<file path="src/rtl/mdu_pkg.sv">
// Shared definitions for the HI/LO multiply/divide sequencer.
// The op codes are also used by the ALU control decoder.
package mdu_pkg;

  localparam int WIDTH_DEF = 32;
  localparam int CNT_W_DEF = 6;

  localparam logic [3:0] OP_MULU = 4'b1100;
  localparam logic [3:0] OP_DIVU = 4'b1101;
  localparam logic [3:0] OP_MUL  = 4'b1110;
  localparam logic [3:0] OP_DIV  = 4'b1111;

  typedef enum logic [2:0] {
    ST_IDLE = 3'd0,
    ST_RUN  = 3'd1,
    ST_FIX  = 3'd2,
    ST_DZ   = 3'd3,
    ST_DONE = 3'd4
  } mdu_state_t;

  function automatic logic is_mdu_op(input logic [3:0] op);
    return (op == OP_MULU) || (op == OP_DIVU) || (op == OP_MUL) || (op == OP_DIV);
  endfunction

endpackage

</file>
<file path="src/rtl/hilo_muldiv_ctrl_if.sv">
// Request/result bundle between the EX-stage control and the HI/LO sequencer.
interface hilo_muldiv_ctrl_if #(
  parameter int WIDTH = mdu_pkg::WIDTH_DEF
);
  logic             start;
  logic [3:0]       op;
  logic [WIDTH-1:0] in1;
  logic [WIDTH-1:0] in2;
  logic             mthi;
  logic             mtlo;
  logic [WIDTH-1:0] wdata;
  logic [WIDTH-1:0] hi;
  logic [WIDTH-1:0] lo;
  logic             busy;
  logic             done;
  logic             dz;

  modport master (
    output start, op, in1, in2, mthi, mtlo, wdata,
    input  hi, lo, busy, done, dz
  );

  modport slave (
    input  start, op, in1, in2, mthi, mtlo, wdata,
    output hi, lo, busy, done, dz
  );
endinterface

</file>
<file path="src/rtl/mdu_iter_core.sv">
// One iteration of the multiply (shift-add, LSB first) or restoring divide
// (shift-subtract, MSB first) over a 2*WIDTH accumulator.
module mdu_iter_core #(
  parameter int WIDTH = 32
) (
  input  logic               is_div,
  input  logic [2*WIDTH-1:0] acc,
  input  logic [WIDTH-1:0]   opd,
  output logic [2*WIDTH-1:0] acc_next
);

  logic [WIDTH:0] sum_s;
  logic [WIDTH:0] partial_s;
  logic [WIDTH:0] diff_s;

  // Next accumulator; in divide mode diff_s[WIDTH] is the borrow of the trial subtract
  always_comb begin
    sum_s     = '0;
    partial_s = '0;
    diff_s    = '0;
    acc_next  = '0;
    if (is_div) begin
      partial_s = acc[2*WIDTH-1:WIDTH-1];
      diff_s    = partial_s - {1'b0, opd};
      if (!diff_s[WIDTH]) begin
        acc_next = {diff_s[WIDTH-1:0], acc[WIDTH-2:0], 1'b1};
      end else begin
        acc_next = {partial_s[WIDTH-1:0], acc[WIDTH-2:0], 1'b0};
      end
    end else begin
      sum_s    = {1'b0, acc[2*WIDTH-1:WIDTH]} + (acc[0] ? {1'b0, opd} : {(WIDTH+1){1'b0}});
      acc_next = {sum_s, acc[WIDTH-1:1]};
    end
  end

endmodule

</file>
<file path="src/rtl/hilo_muldiv_ctrl.sv">
// Iterative multiply/divide sequencer owning HI/LO; operands are made
// unsigned on entry and signs are reapplied in FIX.
module hilo_muldiv_ctrl
  import mdu_pkg::*;
#(
  parameter int WIDTH = WIDTH_DEF,
  parameter int CNT_W = CNT_W_DEF
) (
  input  logic                clk,
  input  logic                reset,
  hilo_muldiv_ctrl_if.slave   bus
);

  localparam logic [CNT_W-1:0] LAST_CNT = CNT_W'(WIDTH - 1);

  mdu_state_t         state_r;
  logic [CNT_W-1:0]   cnt_r;
  logic [2*WIDTH-1:0] acc_r;
  logic [WIDTH-1:0]   opd_r;
  logic               is_div_r;
  logic               neg_res_r;
  logic               neg_rem_r;
  logic [WIDTH-1:0]   hi_r;
  logic [WIDTH-1:0]   lo_r;
  logic               busy_r;
  logic               done_r;
  logic               dz_r;

  logic [2*WIDTH-1:0] acc_next_s;
  logic [2*WIDTH-1:0] prod_s;
  logic [WIDTH-1:0]   abs1_s;
  logic [WIDTH-1:0]   abs2_s;
  logic [WIDTH-1:0]   fix_hi_s;
  logic [WIDTH-1:0]   fix_lo_s;
  logic               accept_s;

  mdu_iter_core #(.WIDTH(WIDTH)) u_core (
    .is_div   (is_div_r),
    .acc      (acc_r),
    .opd      (opd_r),
    .acc_next (acc_next_s)
  );

  // Operand magnitudes for signed ops; -2^(WIDTH-1) maps onto itself, which is its correct unsigned magnitude
  always_comb begin
    accept_s = bus.start && is_mdu_op(bus.op);
    abs1_s   = bus.in1;
    abs2_s   = bus.in2;
    if (bus.op[1] && bus.in1[WIDTH-1]) begin
      abs1_s = -bus.in1;
    end else begin
      abs1_s = bus.in1;
    end
    if (bus.op[1] && bus.in2[WIDTH-1]) begin
      abs2_s = -bus.in2;
    end else begin
      abs2_s = bus.in2;
    end
  end

  // Sign fix-up of the unsigned result held in the accumulator
  always_comb begin
    prod_s   = acc_r;
    fix_hi_s = acc_r[2*WIDTH-1:WIDTH];
    fix_lo_s = acc_r[WIDTH-1:0];
    if (is_div_r) begin
      if (neg_res_r) begin
        fix_lo_s = -acc_r[WIDTH-1:0];
      end else begin
        fix_lo_s = acc_r[WIDTH-1:0];
      end
      if (neg_rem_r) begin
        fix_hi_s = -acc_r[2*WIDTH-1:WIDTH];
      end else begin
        fix_hi_s = acc_r[2*WIDTH-1:WIDTH];
      end
    end else begin
      if (neg_res_r) begin
        prod_s = -acc_r;
      end else begin
        prod_s = acc_r;
      end
      fix_hi_s = prod_s[2*WIDTH-1:WIDTH];
      fix_lo_s = prod_s[WIDTH-1:0];
    end
  end

  // Sequencer FSM, iteration counter and HI/LO ownership
  always_ff @(posedge clk) begin
    if (reset) begin
      state_r   <= ST_IDLE;
      cnt_r     <= '0;
      acc_r     <= '0;
      opd_r     <= '0;
      is_div_r  <= 1'b0;
      neg_res_r <= 1'b0;
      neg_rem_r <= 1'b0;
      hi_r      <= '0;
      lo_r      <= '0;
      busy_r    <= 1'b0;
      done_r    <= 1'b0;
      dz_r      <= 1'b0;
    end else begin
      case (state_r)
        ST_IDLE: begin
          if (accept_s) begin
            acc_r     <= {{WIDTH{1'b0}}, abs1_s};
            opd_r     <= abs2_s;
            is_div_r  <= bus.op[0];
            neg_res_r <= bus.op[1] & (bus.in1[WIDTH-1] ^ bus.in2[WIDTH-1]);
            neg_rem_r <= bus.op[1] & bus.in1[WIDTH-1];
            dz_r      <= 1'b0;
            busy_r    <= 1'b1;
            cnt_r     <= '0;
            state_r   <= (bus.op[0] && (bus.in2 == '0)) ? ST_DZ : ST_RUN;
          end else begin
            if (bus.mthi) hi_r <= bus.wdata;
            if (bus.mtlo) lo_r <= bus.wdata;
          end
        end
        ST_RUN: begin
          acc_r <= acc_next_s;
          cnt_r <= cnt_r + CNT_W'(1);
          if (cnt_r == LAST_CNT) state_r <= ST_FIX;
        end
        ST_FIX: begin
          hi_r    <= fix_hi_s;
          lo_r    <= fix_lo_s;
          busy_r  <= 1'b0;
          done_r  <= 1'b1;
          state_r <= ST_DONE;
        end
        ST_DZ: begin
          hi_r    <= '0;
          lo_r    <= '0;
          dz_r    <= 1'b1;
          busy_r  <= 1'b0;
          done_r  <= 1'b1;
          state_r <= ST_DONE;
        end
        ST_DONE: begin
          done_r  <= 1'b0;
          if (bus.mthi) hi_r <= bus.wdata;
          if (bus.mtlo) lo_r <= bus.wdata;
          state_r <= ST_IDLE;
        end
        default: begin
          busy_r  <= 1'b0;
          done_r  <= 1'b0;
          state_r <= ST_IDLE;
        end
      endcase
    end
  end

  assign bus.hi   = hi_r;
  assign bus.lo   = lo_r;
  assign bus.busy = busy_r;
  assign bus.done = done_r;
  assign bus.dz   = dz_r;

endmodule

</file>
<file path="src/flat_wrapper.sv">
// flat-port wrapper written by rule: the top's interface ports become plain ports
module hilo_muldiv_ctrl_flat import mdu_pkg::*;
#(
  parameter int WIDTH = WIDTH_DEF,
  parameter int CNT_W = CNT_W_DEF
)
  (clk, reset, bus_start, bus_op, bus_in1, bus_in2, bus_mthi, bus_mtlo, bus_wdata, bus_hi, bus_lo, bus_busy, bus_done, bus_dz);
  hilo_muldiv_ctrl_if #(.WIDTH(WIDTH)) bus_i ();
  input  logic clk;
  input  logic reset;
  input wire logic [$bits(bus_i.start)-1:0] bus_start;
  input wire logic [$bits(bus_i.op)-1:0] bus_op;
  input wire logic [$bits(bus_i.in1)-1:0] bus_in1;
  input wire logic [$bits(bus_i.in2)-1:0] bus_in2;
  input wire logic [$bits(bus_i.mthi)-1:0] bus_mthi;
  input wire logic [$bits(bus_i.mtlo)-1:0] bus_mtlo;
  input wire logic [$bits(bus_i.wdata)-1:0] bus_wdata;
  output wire logic [$bits(bus_i.hi)-1:0] bus_hi;
  output wire logic [$bits(bus_i.lo)-1:0] bus_lo;
  output wire logic [$bits(bus_i.busy)-1:0] bus_busy;
  output wire logic [$bits(bus_i.done)-1:0] bus_done;
  output wire logic [$bits(bus_i.dz)-1:0] bus_dz;
  assign bus_i.start = bus_start;
  assign bus_i.op = bus_op;
  assign bus_i.in1 = bus_in1;
  assign bus_i.in2 = bus_in2;
  assign bus_i.mthi = bus_mthi;
  assign bus_i.mtlo = bus_mtlo;
  assign bus_i.wdata = bus_wdata;
  assign bus_hi = bus_i.hi;
  assign bus_lo = bus_i.lo;
  assign bus_busy = bus_i.busy;
  assign bus_done = bus_i.done;
  assign bus_dz = bus_i.dz;
  hilo_muldiv_ctrl #(.WIDTH(WIDTH), .CNT_W(CNT_W)) u_core (.clk(clk), .reset(reset), .bus(bus_i));
endmodule
</file>
<file path="config.mk">
export PLATFORM = sky130hd
export DESIGN_NAME = hilo_muldiv_ctrl_flat
export DESIGN_NICKNAME = d
export VERILOG_FILES = /design/src/rtl/mdu_pkg.sv /design/src/rtl/hilo_muldiv_ctrl_if.sv /design/src/rtl/mdu_iter_core.sv /design/src/rtl/hilo_muldiv_ctrl.sv /design/src/flat_wrapper.sv
export SDC_FILE = /design/constraint.sdc
export NUM_CORES = 1
export LEC_CHECK = 0
export CAP_MARGIN = 30
export CORE_MARGIN = 5
export CORE_UTILIZATION = 60
export CTS_BUF_LIST = sky130_fd_sc_hd__clkbuf_8
export DETAILED_ROUTE_END_ITERATION = 16
export GPL_ROUTABILITY_DRIVEN = 1
export PLACE_DENSITY_LB_ADDON = 0.08
export SYNTH_ARGS = -nofsm -noshare
export SYNTH_HDL_FRONTEND = slang
export SYNTH_SLANG_ARGS = --single-unit
</file>
<file path="constraint.sdc">
create_clock -name clk -period 5.5 [get_ports clk]
set_input_delay 1.1 -clock clk [delete_from_list [all_inputs] [get_ports clk]]
set_output_delay 1.1 -clock clk [all_outputs]
set_load 0.1 [all_outputs]
</file>
== Word-level counts from Yosys, hierarchy flattened ==
Index checks and enable logic that the tools add are counted.

* $add $sub $neg: 8
* Eq/ne operators: 12
* Muxes and demuxes: 29
* Bitwise logic cells: 4
* Reductions and logical operators: 21

{| class="wikitable"
|+ Operators by type and width
! operator !! number
|-
| $mux 32 || 11
|-
| $mux 64 || 4
|-
| $pmux 32 s4 || 2
|-
| $neg 32->32 || 4
|-
| $pmux 64 s2 || 1
|-
| $neg 64->64 || 1
|-
| $add 32x32->33 || 1
|-
| $sub 33x32->33 || 1
|-
| $logic_not 32->1 || 1
|-
| $eq 4x4->1 const B || 4
|-
| $pmux 6 s2 || 1
|-
| $reduce_and 2->1 || 6
|-
| $pmux 3 s3 || 1
|-
| $add 6x1->6 const B || 1
|-
| $eq 3x2->1 const B || 2
|-
| $eq 6x5->1 const B || 1
|-
| $mux 3 || 2
|-
| $mux 6 || 1
|-
| $pmux 1 s2 || 3
|-
| $reduce_or 2->1 || 3
|-
| $logic_and 1x1->1 || 4
|-
| $ne 2x1->1 const B || 2
|-
| $reduce_bool 2->1 || 2
|-
| $reduce_bool 4->1 || 1
|-
| other kinds (10) || 14
|}

* Bits in registers: 175
* Bits of input ports: 105
* Output and inout port bits: 67
* Logic and storage cells: 86

== Longest topological paths before layout ==
Gate-level depths: netlist (run 1).

* Depth after elaboration: 7
* Mapped depth: 15
* Mapped depth without buffers: 13

== Modules after synthesis ==
Synthesis (run 1) repeated with hierarchy kept, for this count alone.

* Cell total of the unflattened synthesis: 2008
* Area, all modules: 14813.0 µm²

{| class="wikitable"
|+ Modules (own cells, without submodules)
! module !! instances !! cells an instance !! area each (µm²) !! sequential area each (µm²)
|-
| hilo_muldiv_ctrl || 1 || 1314 || 10045.9 || 3503.4
|-
| mdu_iter_core || 1 || 694 || 4767.1 || 0.0
|}

== Worst setup path after synthesis (run 1) ==
No wires, ideal clock.

* Path type: input to register
* From: input port bus_in2[2]
* To: register u_core.opd_r[29]
* Library setup time: 0.086 ns
* Arrival time: 3.204 ns
* Data required time: 5.414 ns
* Slack: 2.210 ns
* Stages on the path: 8
* Path buffers: 0
* Cell sequence: nor4_1 > nor4b_1 > nand3b_1 > nor4_1 > nand2_1 > o21ai_0 > xor2_1 > a211oi_1

* Word-level cells in the longest chain between the ends: 2

{| class="wikitable"
|+ RTL lines
! what !! line !! text
|-
| start, declared || flat_wrapper.sv:14 || <nowiki>input wire logic [$bits(bus_i.in2)-1:0] bus_in2;</nowiki>
|-
| $neg 32->32 || hilo_muldiv_ctrl.sv:55 || <nowiki>abs2_s = -bus.in2;</nowiki>
|-
| $mux 32 || hilo_muldiv_ctrl.sv:54 || <nowiki>if (bus.op[1] && bus.in2[WIDTH-1]) begin</nowiki>
|-
| end signal, assigned || hilo_muldiv_ctrl.sv:108 || <nowiki>opd_r <= abs2_s;</nowiki>
|-
| end, declared || hilo_muldiv_ctrl.sv:19 || <nowiki>logic [WIDTH-1:0] opd_r;</nowiki>
|}

No other way between the ends.
A chain may end at the register's enable or synchronous reset.

== Final worst setup path (run 1) ==
* From: register u_core.acc_r[31]
* To: register u_core.acc_r[39]

* Word-level cells in the longest chain between the ends: 4

{| class="wikitable"
|+ RTL lines
! what !! line !! text
|-
| start, declared || hilo_muldiv_ctrl.sv:18 || <nowiki>logic [2*WIDTH-1:0] acc_r;</nowiki>
|-
| start signal, assigned || hilo_muldiv_ctrl.sv:107 || <nowiki>acc_r <= {{WIDTH{1'b0}}, abs1_s};</nowiki>
|-
| start signal, assigned || hilo_muldiv_ctrl.sv:122 || <nowiki>acc_r <= acc_next_s;</nowiki>
|-
| $sub 33x32->33 || mdu_iter_core.sv:24 || <nowiki>diff_s = partial_s - {1'b0, opd};</nowiki>
|-
| $mux 64 || mdu_iter_core.sv:25 || <nowiki>if (!diff_s[WIDTH]) begin</nowiki>
|-
| $mux 64 || mdu_iter_core.sv:22 || <nowiki>if (is_div) begin</nowiki>
|-
| $pmux 64 s2 || hilo_muldiv_ctrl.sv:104 || <nowiki>case (state_r)</nowiki>
|}

No other way between the ends.

==> impl_metrics.tcl, run 1 <==
set metrics [dict create \
    status "finished, final reports clean" \
    ff2ff_setup_slack_ps 1350 \
    htree_levels 4 \
    drv_cap 0 \
    initial_core_util_pct 60.41 \
    nFillCells 2093 \
    yosysUniqueCellTypes 78 \
    hold_viol 0 \
    ioPinCount 172 \
    yosysSeqAreaShare_pct 24.86 \
    start_kind "flip-flop" \
    dr_total_vias 14770 \
    placed_area_mm2 0.01591 \
    slowest_delay_ps 660 \
    numCtsBuffers 17 \
    netlist.area_leader.share_pct 24.86 \
    cp_slowest_cell "xor2_4" \
    crit_buf_inv 2 \
    critPathKind "flip-flop to flip-flop" \
    synthArstFlopShare_pct 0 \
    setup_tns_ps 0 \
    netlist_instances 1874 \
    clock-sinks 175 \
    cts_hold_buf 0 \
    layout_commonest_cell "nor2_1" \
    critPathArrivalTime_ps 4530 \
    port_buffers 171 \
    final_cell_mix "229 x nor2_1, 174 x dfxtp_1, 170 x clkdlybuf4s50_1" \
    grtUsageTotal_pct 33.11 \
    finalClockSkew_ps 30.75 \
    relSlewSlack_pct 29.94 \
    grt_remaining_overflow 0 \
    max_freq_mhz 240.7 \
    required_ps 5870 \
    cellLeakagePower_nw 6.130 \
    core_area_mm2 0.02333 \
    area_growth_pct 15.88 \
    drt_wl_total_mm 45.49 \
    critPathTopFamily "compound AO/OA/AOI/OAI gates" \
    place_inst 2255 \
    drv_slew 0 \
    whs_path_depth 2 \
    critical_path.cell_chain "inv_1 -> ha_1 -> fa_1 -> nor2b_1 -> o31ai_1 -> a211oi_1 -> o21a_1 -> or3_1 -> xor2_4 -> buf_4 -> mux2i_1 -> a21oi_1 -> a21o_1" \
    power_density_mw_per_mm2 219.9 \
    grt_pass1_vias 13340 \
    clk_path_buf_depth 2 \
    antenna_left 0 \
    final_cell_area_mm2 0.01633 \
    gp_congestion 0.9960 \
    synth_nets 2050 \
    syn_area_mm2 0.01409 \
    grt_pass1_wl_mm 71.43 \
    drt_iter0_drc 1816 \
    ir_drop_mv 0.1625 \
    holdCritStartpoint "u_core.opd_r[19]$_SDFFE_PP0P_" \
    n_antenna_cell 0 \
    synthFlopType "dfxtp_1" \
    wl_per_cell_um 19.89 \
    synth.area.top_cells "dfxtp_1 25%, ha_1 6.1%, nor2_1 6.1%" \
    avgSynthCellArea_um2 7.521 \
    worstHoldEndpoint "u_core.opd_r[19]$_SDFFE_PP0P_" \
    postCtsSetupBuffers 0 \
    die_h_um 163.3 \
    fin_crit_sh_pct 75.53 \
    nets 2131 \
    cts_resized 0 \
    rsz0062_at_grt "false" \
    r2r-start "u_core.acc_r[31]$_SDFFE_PP0P_" \
    period_needed_ps 4154 \
    grt_start_max_net_pins 80 \
    fp-row-count 56 \
    synth_largest_area_cell "dfxtp_1" \
    drt_pre_antenna_iters 6 \
    die_area_mm2 0.02666 \
    dpl.hpwl_mm 35.03 \
    stdcell_count 2287 \
    min_path_type "flip-flop to flip-flop" \
    yosysWarnings 0 \
    cp_max_fo 21 \
    drive_gt1_share_pct 4.522 \
    synth_seq_cells 175 \
    rr_worst_depth 13 \
    clk_pin_slew_worst_paths_ps 110 \
    ctsRootBufferMaster "clkbuf_8" \
    total_power_w 0.003592 \
    die_w_um 163.3 \
    vias_per_cell 6.456 \
    cts_tree "done" \
    r2r_end "u_core.acc_r[39]$_SDFFE_PP0P_" \
    antenna_found_initial 1 \
    worst_pin_slew_ps 1051 \
    finalSetupViolCount 0 \
    drcViolationCount 0 \
    synth_edf_count 0 \
    clk_latency_ps 490 \
    cp-end-kind "flip-flop" \
]
## worst min-delay path: cells and delay by family (launching register included)
family	cells	cell delay, ps
flops	1	330
simple gates	1	50
compound gates	1	50
## layer usage
metal | global-route usage, % | routed length, µm
met1 | 48.59 | 20500
met2 | 49.58 | 19360
met3 | 5.879 | 4267
met4 | 9.874 | 1340
met5 | 0 | 27
## worst max-delay path by stage
stage                                        from                             to  slack, ps  depth (start not counted)
finish              u_core.acc_r[31]$_SDFFE_PP0P_  u_core.acc_r[39]$_SDFFE_PP0P_       1350                         13
detailed placement                     bus_in2[2]  u_core.opd_r[31]$_SDFFE_PP0P_       1050                          9
floorplan                              bus_in2[2]  u_core.opd_r[29]$_SDFFE_PP0P_       2210                          8
CTS                 u_core.acc_r[31]$_SDFFE_PP0P_  u_core.acc_r[39]$_SDFFE_PP0P_       1440                         13
global route                           bus_in2[2]  u_core.opd_r[29]$_SDFFE_PP0P_        990                          9
global placement                       bus_in2[2]  u_core.opd_r[29]$_SDFFE_PP0P_       1110                          9
## per-stage QoR
step | hold WS [ps] | utilization (%) | setup WS, ps
3_3_place_gp | 445.7 | 67.99 | 1112
5_1_grt | 497.0 | 70.00 | 991.9
6_report | 465.6 | 70.00 | 1346
4_1_cts | 469.7 | 70.00 | 1436
2_1_floorplan | 431.9 | - | 2210
3_5_place_dp | 455.2 | 68.17 | 1053
## cells by family after synthesis
logic type               after synthesis  synth area share (%)
flip-flops                           175                 24.86
adder cells (fa/ha/maj)               71                 6.409
XOR/XNOR                             163                 10.13
multiplexers                          54                 3.862
buffers and inverters                196                 5.557
AND/OR/NAND/NOR                      635                 21.85
AO/OA/AOI/OAI                        580                 27.34
## report_power, final
part | total [W] | internal [W] | switching [W]
combinational | 0.00120 | 0.000412 | 0.000792
sequential | 0.00142 | 0.00134 | 0.0000786
clock | 0.000970 | 0.000389 | 0.000580
## area by class of cell
| class | instances | area [µm²] | share of cell area [%] |
|---|---|---|---|
| timing repair buffer | 193 | 1902 | 11.64 |
| sequential | 175 | 3505 | 21.46 |
| multi-input combinational | 1503 | 9857 | 60.35 |
| clock buffer | 17 | 234.0 | 1.433 |
| clock inverter | 15 | 192.7 | 1.180 |
| tap | 319 | 399.1 | 2.444 |
| inverter | 65 | 244.0 | 1.494 |
## synth_stat cells, types with 51 or more instances
master and count:
nand2_1 124, xor2_1 70, clkbuf_1 111, inv_1 65, ha_1 69, nor2_1 230, xnor2_1 93, nor3_1 88
mux2i_1 51, o21ai_0 108, dfxtp_1 175, a21oi_1 144, a211oi_1 78
## sequential cells by signal, summed over array words and instances, names as in the netlist
register,count
u_core.bus.busy,1
u_core.is_div_r,1
u_core.bus.hi,32
u_core.bus.done,1
u_core.bus.lo,32
u_core.acc_r,64
u_core.neg_rem_r,1
u_core.neg_res_r,1
u_core.bus.dz,1
u_core.opd_r,32
u_core.cnt_r,6
u_core.state_r,3
(Power assumes the default switching activity.)
==> inputs of run 2 (changes only) <==
CORE_UTILIZATION = 53   (was 60)
clock period = 3.3 ns   (was 5.5 ns; I/O delays follow)
==> impl_metrics.tcl, run 2 (synthesis results as in run 1) <==
set metrics [dict create \
    status "finished, final reports clean" \
    min_path_type "flip-flop to flip-flop" \
    dr.max_layer_used "met4" \
    vias_per_cell 6.236 \
    grt_start_max_net_pins 94 \
    htree_levels 4 \
    gp_congestion 0.9582 \
    grtUsageTotal_pct 31.09 \
    top_register "u_core.acc_r" \
    layout_commonest_cell "buf_4" \
    n_antenna_cell 0 \
    critPathKind "flip-flop to flip-flop" \
    wl_per_cell_um 19.86 \
    p_seq_share_pct 37.6 \
    grt_remaining_overflow 0 \
    period_needed_ps 3196 \
    met2WireLength_mm 20.90 \
    utilization_pct 67.50 \
    required_ps 3640 \
    drt_pre_antenna_iters 5 \
    cp_max_fo 9 \
    clk_path_buf_depth 2 \
    hold_viol 0 \
    cts_hold_buf 0 \
    fin_crit_sh_pct 96.85 \
    worst_pin_slew_ps 1023 \
    area_growth_pct 25.15 \
    dr_total_vias 15400 \
    clk_pin_slew_worst_paths_ps 110 \
    critPathArrivalTime_ps 3530 \
    clk_latency_ps 490 \
    start_kind "flip-flop" \
    wl_met1_mm 22.91 \
    finalClockSkew_ps 29.98 \
    antenna_found_initial 0 \
    whs_ps 466.9 \
    cp-end-kind "flip-flop" \
    fp-row-count 59 \
    drcViolationCount 0 \
    die_w_um 173.1 \
    antenna_left 0 \
    largest_reg_flops 64 \
    met3_length_mm 4.172 \
    final_cell_mix "252 x buf_4, 229 x nor2_1, 171 x dfxtp_1" \
    cts_tree "done" \
    ctsRootBufferMaster "clkbuf_8" \
    p_sw_share_pct 41.09 \
    slowest_delay_ps 580 \
    relSlewSlack_pct 31.79 \
    rsz0062_at_grt "true" \
    crit_buf_inv 1 \
    grt_pass1_wl_mm 76.85 \
    power_density_mw_per_mm2 351.2 \
    dpl.hpwl_mm 38.36 \
    placed_area_mm2 0.01702 \
    drt_wl_total_mm 49.04 \
    ioPinCount 172 \
    port_buffers 171 \
    internal_power_w 0.003650 \
    p_sw_w 0.002546 \
    numCtsBuffers 17 \
    critical_path.cell_chain "buf_4 -> or4_4 -> or3_4 -> or4_4 -> nor3b_4 -> nor4b_4 -> o21ai_1 -> xor2_1 -> a221oi_2 -> nor3_1" \
    seq_area_mm2 0.003508 \
    cp_slowest_cell "or4_4" \
    drv_cap 0 \
    total_power_w 0.006195 \
    crit_top_cell "or4_4" \
    die_h_um 173.1 \
    die_area_mm2 0.02996 \
    core_area_mm2 0.02613 \
    final_cell_area_mm2 0.01764 \
    grt_pass1_vias 14070 \
    nFillCells 2323 \
    critPathTopFamily "simple AND/OR/NAND/NOR gates" \
    ir_drop_mv 0.2682 \
    drive_gt1_share_pct 16.49 \
    drt_iter0_drc 1578 \
    initial_core_util_pct 53.94 \
    clock-sinks 175 \
    p_comb_share_pct 35.8 \
    max_freq_mhz 312.9 \
    clkPwrFrac_pct 26.6 \
    drv_slew 0 \
    finalSetupViolCount 0 \
    nets 2298 \
    multi_input_area_mm2 0.01001 \
    cellLeakagePower_nw 7.131 \
]
-- run 2: tightest hold or removal path, stage by stage (launching register included) --
cell	delay, ps
dfxtp_1	320
nand2_1	60
a21oi_1	50
-- run 2: path summary, 6_finish.rpt --
check                                                   start  slack, ps  cells after the start                        endpoint
worst max-delay path            u_core.acc_r[37]$_SDFFE_PP0P_        100                     10  u_core.bus.hi[24]$_SDFFE_PP0P_
worst min-delay path            u_core.opd_r[19]$_SDFFE_PP0P_        470                      2   u_core.opd_r[19]$_SDFFE_PP0P_
worst max register to register  u_core.acc_r[37]$_SDFFE_PP0P_        100                     10  u_core.bus.hi[24]$_SDFFE_PP0P_
worst min register to register  u_core.opd_r[19]$_SDFFE_PP0P_        470                      2   u_core.opd_r[19]$_SDFFE_PP0P_
-- run 2: power groups by stage --
| stage | Clock, W | Combinational (W) | Sequential [W] |
|---|---|---|---|
| CTS | 0.00165 | 0.00217 | 0.00233 |
| global placement | 0 | 0.00214 | 0.00237 |
| finish | 0.00165 | 0.00222 | 0.00233 |
| global route | 0.00175 | 0.00235 | 0.00235 |
| detailed placement | 0 | 0.00216 | 0.00237 |
| floorplan | 0 | 0.000972 | 0.00282 |
-- run 2: layout make-up --
cell class	count	share of cell area (%)
inverter	65	1.383
clock buffer	17	1.326
tap	335	2.376
clock inverter	15	1.156
sequential	175	19.89
multi-input combinational	1503	56.73
timing repair buffer	360	17.14
-- run 2: what timing repair did --
action | CTS | global route
gates resized for setup | 5 | 38
endpoints found under the setup margin | 4 | 39
hold endpoints to repair | 0 | 0
pin swaps | 0 | 7
setup buffers | 0 | 2
-- run 2: stage by stage --
| step | setup slack, ps | TNS, ps | std cells |
|---|---|---|---|
| finish | 103.8 | 0 | 2470 |
| global route | -48.53 | -72.40 | 2470 |
| CTS | 7.727 | 0 | 2468 |
| detailed placement | -157.5 | -675.4 | 2436 |
| global placement | -118.5 | -359.5 | 2436 |
| floorplan | 65.76 | 0 | 1874 |
-- run 2: metal layers --
metal	global-route usage, %	up-vias
met5	0	-
met4	7.316	0
met3	5.066	81
met2	47.43	712
met1	45.98	7208
li1	-	7401
==> inputs of run 3 (changes only) <==
CAP_MARGIN = 20   (was 30)
==> results of run 3 <==
Final layout, timing and power as in run 2 (identical DEF).
